## src/rtl/rom_loader_receiver.sv

```systemverilog
// rtl/rom_loader_receiver.sv - target side of the ROM loader handshake; streams loaded words into the instruction ROM
module rom_loader_receiver #(
    parameter int DATA_WIDTH  = 16,
    parameter int ADDR_WIDTH  = 15,
    parameter int SYNC_STAGES = 2
) (
    input  logic                  clk,
    input  logic                  reset,
    input  logic                  load_i,
    input  logic                  sck_i,
    input  logic [DATA_WIDTH-1:0] data_i,
    output logic                  ack_o,
    output logic                  rom_we,
    output logic [ADDR_WIDTH-1:0] rom_addr,
    output logic [DATA_WIDTH-1:0] rom_wdata,
    input  logic                  rom_ready,
    output logic                  loading,
    output logic                  done,
    output logic [ADDR_WIDTH:0]   word_count,
    output logic                  overflow
);
    localparam logic [2:0] ST_IDLE  = 3'd0;
    localparam logic [2:0] ST_ARMED = 3'd1;
    localparam logic [2:0] ST_WRITE = 3'd2;
    localparam logic [2:0] ST_ACK   = 3'd3;
    localparam logic [2:0] ST_DONE  = 3'd4;

    localparam logic [ADDR_WIDTH-1:0] ADDR_ONE  = 1;
    localparam logic [ADDR_WIDTH:0]   COUNT_ONE = 1;

    logic [SYNC_STAGES-1:0] load_sync_q, load_sync_d;
    logic [SYNC_STAGES-1:0] sck_sync_q, sck_sync_d;
    logic                   load_s, sck_s;

    logic [2:0]            state_q, state_d;
    logic                  ack_q, ack_d;
    logic                  rom_we_q, rom_we_d;
    logic [ADDR_WIDTH-1:0] rom_addr_q, rom_addr_d;
    logic [DATA_WIDTH-1:0] rom_wdata_q, rom_wdata_d;
    logic                  loading_q, loading_d;
    logic                  done_q, done_d;
    logic [ADDR_WIDTH:0]   word_count_q, word_count_d;
    logic                  overflow_q, overflow_d;

    assign load_s = load_sync_q[SYNC_STAGES-1];
    assign sck_s  = sck_sync_q[SYNC_STAGES-1];

    always_comb begin
        load_sync_d  = {load_sync_q[SYNC_STAGES-2:0], load_i};
        sck_sync_d   = {sck_sync_q[SYNC_STAGES-2:0], sck_i};
        state_d      = state_q;
        ack_d        = ack_q;
        rom_we_d     = rom_we_q;
        rom_addr_d   = rom_addr_q;
        rom_wdata_d  = rom_wdata_q;
        loading_d    = loading_q;
        done_d       = 1'b0;
        word_count_d = word_count_q;
        overflow_d   = overflow_q;
        case (state_q)
            ST_IDLE: begin
                if (load_s) begin
                    rom_addr_d   = '0;
                    word_count_d = '0;
                    overflow_d   = 1'b0;
                    loading_d    = 1'b1;
                    state_d      = ST_ARMED;
                end
            end
            ST_ARMED: begin
                // A pending strobe wins over session end so no word is dropped
                if (sck_s) begin
                    rom_wdata_d = data_i;
                    if (!word_count_q[ADDR_WIDTH]) begin
                        rom_we_d = 1'b1;
                        state_d  = ST_WRITE;
                    end else begin
                        overflow_d = 1'b1;
                        ack_d      = 1'b1;
                        state_d    = ST_ACK;
                    end
                end else if (!load_s) begin
                    done_d  = 1'b1;
                    state_d = ST_DONE;
                end
            end
            ST_WRITE: begin
                if (rom_ready) begin
                    rom_we_d     = 1'b0;
                    rom_addr_d   = rom_addr_q + ADDR_ONE;
                    word_count_d = word_count_q + COUNT_ONE;
                    ack_d        = 1'b1;
                    state_d      = ST_ACK;
                end
            end
            ST_ACK: begin
                if (!sck_s) begin
                    ack_d = 1'b0;
                    if (!load_s) begin
                        done_d  = 1'b1;
                        state_d = ST_DONE;
                    end else begin
                        state_d = ST_ARMED;
                    end
                end
            end
            ST_DONE: begin
                loading_d = 1'b0;
                state_d   = ST_IDLE;
            end
            default: state_d = ST_IDLE;
        endcase
    end

    always_ff @(posedge clk) begin
        if (reset) begin
            load_sync_q  <= '0;
            sck_sync_q   <= '0;
            state_q      <= ST_IDLE;
            ack_q        <= 1'b0;
            rom_we_q     <= 1'b0;
            rom_addr_q   <= '0;
            rom_wdata_q  <= '0;
            loading_q    <= 1'b0;
            done_q       <= 1'b0;
            word_count_q <= '0;
            overflow_q   <= 1'b0;
        end else begin
            load_sync_q  <= load_sync_d;
            sck_sync_q   <= sck_sync_d;
            state_q      <= state_d;
            ack_q        <= ack_d;
            rom_we_q     <= rom_we_d;
            rom_addr_q   <= rom_addr_d;
            rom_wdata_q  <= rom_wdata_d;
            loading_q    <= loading_d;
            done_q       <= done_d;
            word_count_q <= word_count_d;
            overflow_q   <= overflow_d;
        end
    end

    assign ack_o      = ack_q;
    assign rom_we     = rom_we_q;
    assign rom_addr   = rom_addr_q;
    assign rom_wdata  = rom_wdata_q;
    assign loading    = loading_q;
    assign done       = done_q;
    assign word_count = word_count_q;
    assign overflow   = overflow_q;
endmodule
```

## config.mk

```make
export PLATFORM = sky130hd
export DESIGN_NAME = rom_loader_receiver
export DESIGN_NICKNAME = d
export VERILOG_FILES = /design/src/rtl/rom_loader_receiver.sv
export SDC_FILE = /design/constraint.sdc
export NUM_CORES = 1
export LEC_CHECK = 0
export CAP_MARGIN = 10
export CORE_ASPECT_RATIO = 1.1
export CORE_MARGIN = 8
export CORE_UTILIZATION = 47
export CTS_CLUSTER_SIZE = 8
export DETAILED_ROUTE_END_ITERATION = 12
export GPL_ROUTABILITY_DRIVEN = 0
export HOLD_SLACK_MARGIN = 0.15
export PLACE_DENSITY_LB_ADDON = 0.3
export RECOVER_POWER = 50
export SETUP_SLACK_MARGIN = 0.02
export SLEW_MARGIN = 20
export SYNTH_ARGS = -nofsm -noshare
export SYNTH_HDL_FRONTEND = slang
export SYNTH_SLANG_ARGS = --single-unit
export TNS_END_PERCENT = 5
```

## constraint.sdc

```tcl
create_clock -name clk -period 2.1 [get_ports clk]
set_input_delay 0.21 -clock clk [delete_from_list [all_inputs] [get_ports clk]]
set_output_delay 0.21 -clock clk [all_outputs]
set_load 0.01 [all_outputs]
```

==> results_dict.tcl <==
set metrics [dict create \
    grt.total_usage 0.158 \
    final_area_um2 3420 \
    required_ns 2.36 \
    wl_per_cell_um 14.3 \
    path_class "reg -> reg" \
    synth_warnings 0 \
    final_common_cell "dfxtp_1" \
    fin_crit_ns 1.77 \
    drive_above_1_share 0.0756 \
    synthCells 279 \
    crit_path_end_kind "register" \
    synth_nets 302 \
    gr-total-overflow 0 \
    num_vias 2256 \
    clock_skew_ns 0.00374 \
    cts_max_level 3 \
    p_leak_nw 1.34 \
    slew_violations 0 \
    dp.final_hpwl_um 4290 \
    worstMarginPinSlew_ns 0.445 \
    core_um2 5030 \
    antenna_found_initial 0 \
    postSynthAreaPerCell_um2 8.79 \
    ys_types 43 \
    cp-start-kind "register" \
    rsz0062_at_grt "no" \
    ant_nets 0 \
    initial_core_util 0.487 \
    viasPerCell 5.44 \
    post_dp_cell_area_um2 3220 \
    slew_headroom 0.703 \
    cts.path.max_buffers 2 \
    grt_pass1_vias 2152 \
    syn_area_um2 2450 \
    path_max_fanout 10 \
    fin_crit_sh 0.843 \
    drt_iter0_markers 81 \
    cts_root_buf "clkbuf_8" \
    ios 73 \
    fmax_ghz 0.565 \
    cts_buffers 9 \
    ys_ff_latch 59 \
    die_area_um2 7780 \
    die_x_um 84.9 \
    final_nets 376 \
    clock-sinks 59 \
    synth_top_area_cell "dfxtp_1" \
    synth_top_area_share 0.482 \
    post_cts_buffers 0 \
    dp_cells 400 \
    setup_viol 0 \
    status "finished clean" \
    ctsResizeCount 0 \
    max-vdd-ir-drop_mv 0.442 \
    maxCapViolCount 0 \
    worstSkewPairLatency_ns 0.33 \
    die_y_um 91.7 \
    hold_path.class "in -> reg" \
    synth_edf_count 0 \
    area_growth_pct 39.7 \
    yosysSeqAreaShare 0.482 \
    drc_errors 0 \
    grt_pass1_wl_um 9960 \
    n_antenna_cell 0 \
    path_clk_slew_ns 0.06 \
    num_rows 27 \
    synthTopCellsByArea "dfxtp_1 (48%), nand2_1 (6.7%), a21oi_1 (5.5%), xor2_1 (5.0%), nor2_1 (4.1%)" \
    routed_wl_um 5920 \
    synthFlopType "dfxtp_1" \
    dr.pass1.iters 4 \
    hold_buffers 0 \
    finalNonFillerCells 415 \
    powerDensity_nw_per_um2 690 \
    async_flop_share 0 \
    grt_max_degree 33 \
    final_cell_mix "dfxtp_1 (59), nand2_1 (44), dlygate4sd3_1 (40)" \
    arrival_ns 2.03 \
    cts_tree "done" \
    final_hold_viol_count 0 \
    tns_ns 0 \
    portBuffers 72 \
]
worst paths after layout:
check	start	end	slack, ns	depth (start not counted)
min reg2reg	sck_sync_q[0]$_SDFF_PP0_	sck_sync_q[1]$_SDFF_PP0_	0.44	1
max reg2reg	state_q[1]$_SDFFE_PP0P_	word_count[9]$_SDFFE_PP0P_	0.33	5
max	state_q[1]$_SDFFE_PP0P_	word_count[9]$_SDFFE_PP0P_	0.33	5
min	data_i[7]	rom_wdata[7]$_SDFFE_PP0P_	0.42	3
cell usage after synthesis, types with 3 or more instances:
cell type and count:
o21a_1 3, nand2_1 44, nor2_1 27, and3_1 5
xor2_1 14, mux2i_1 3, buf_2 5, clkbuf_1 9
dfxtp_1 59, a21oi_1 27, or3_1 5, or4_1 7
nor3_1 4, o31ai_1 5, nand3_1 11, o21ai_0 5
nor2b_1 5, nand4_1 8
per-layer routing:
metal	up-vias	wire (µm)	global-route usage
met1	1037	2520	0.168
met2	72	2550	0.240
met5	-	0	0
met4	0	137	0.0862
met3	14	706	0.0955
li1	1133	-	-
logic make-up (layout without fill, tap and decap cells):
family / Yosys count / count (layout) / share of synthesized area
buffers and inverters: 18 / 96 / 0.0378
and+or+nand+nor: 132 / 132 / 0.282
muxes: 4 / 4 / 0.0184
adders and majority gates: 2 / 2 / 0.0102
AOI/OAI and AO/OA: 50 / 50 / 0.119
xor gates and xnor gates: 14 / 14 / 0.0500
DFF: 59 / 59 / 0.482
per-stage QoR:
step	setup WS, ns	hold WS (ns)	power (mW)	util
3_5_place_dp	0.241	0.429	1.30	0.639
5_1_grt	0.196	0.426	2.45	0.680
4_1_cts	0.340	0.406	2.39	0.681
6_report	0.330	0.421	2.36	0.680
3_3_place_gp	0.294	0.423	1.30	0.639
2_1_floorplan	0.464	0.299	1.23	-
report_power, final:
part           leakage, nW  switching [mW]  total, mW  internal, mW
clock                0.109           0.423       1.10         0.672
combinational        0.752          0.0548      0.121        0.0661
sequential           0.477          0.0141       1.15          1.13
worst max-delay path, cell delays in order, from the launching register on:
cell and delay [ns]:
dfxtp_1 0.51, mux2_4 0.29, nand3_1 0.22, buf_4 0.22
or3_1 0.30, a21oi_1 0.15
state kept, by name, indices dropped and copies added, names as in the netlist, 2 cells and up:
| name | flops |
|---|---|
| rom_wdata | 16 |
| word_count | 16 |
| rom_addr | 15 |
| state_q | 3 |
| load_sync_q | 2 |
| sck_sync_q | 2 |
cell type report:
cell class | count | area (µm²)
Inverter | 1 | 3.75
Clock buffer | 14 | 183
Tap cell | 58 | 72.6
Multi-Input combinational cell | 202 | 1180
Fill cell | 425 | 1610
Timing Repair Buffer | 80 | 777
Clock inverter | 1 | 30.0
Sequential cell | 59 | 1180
No activity file was read; power rests on OpenSTA's default activity.
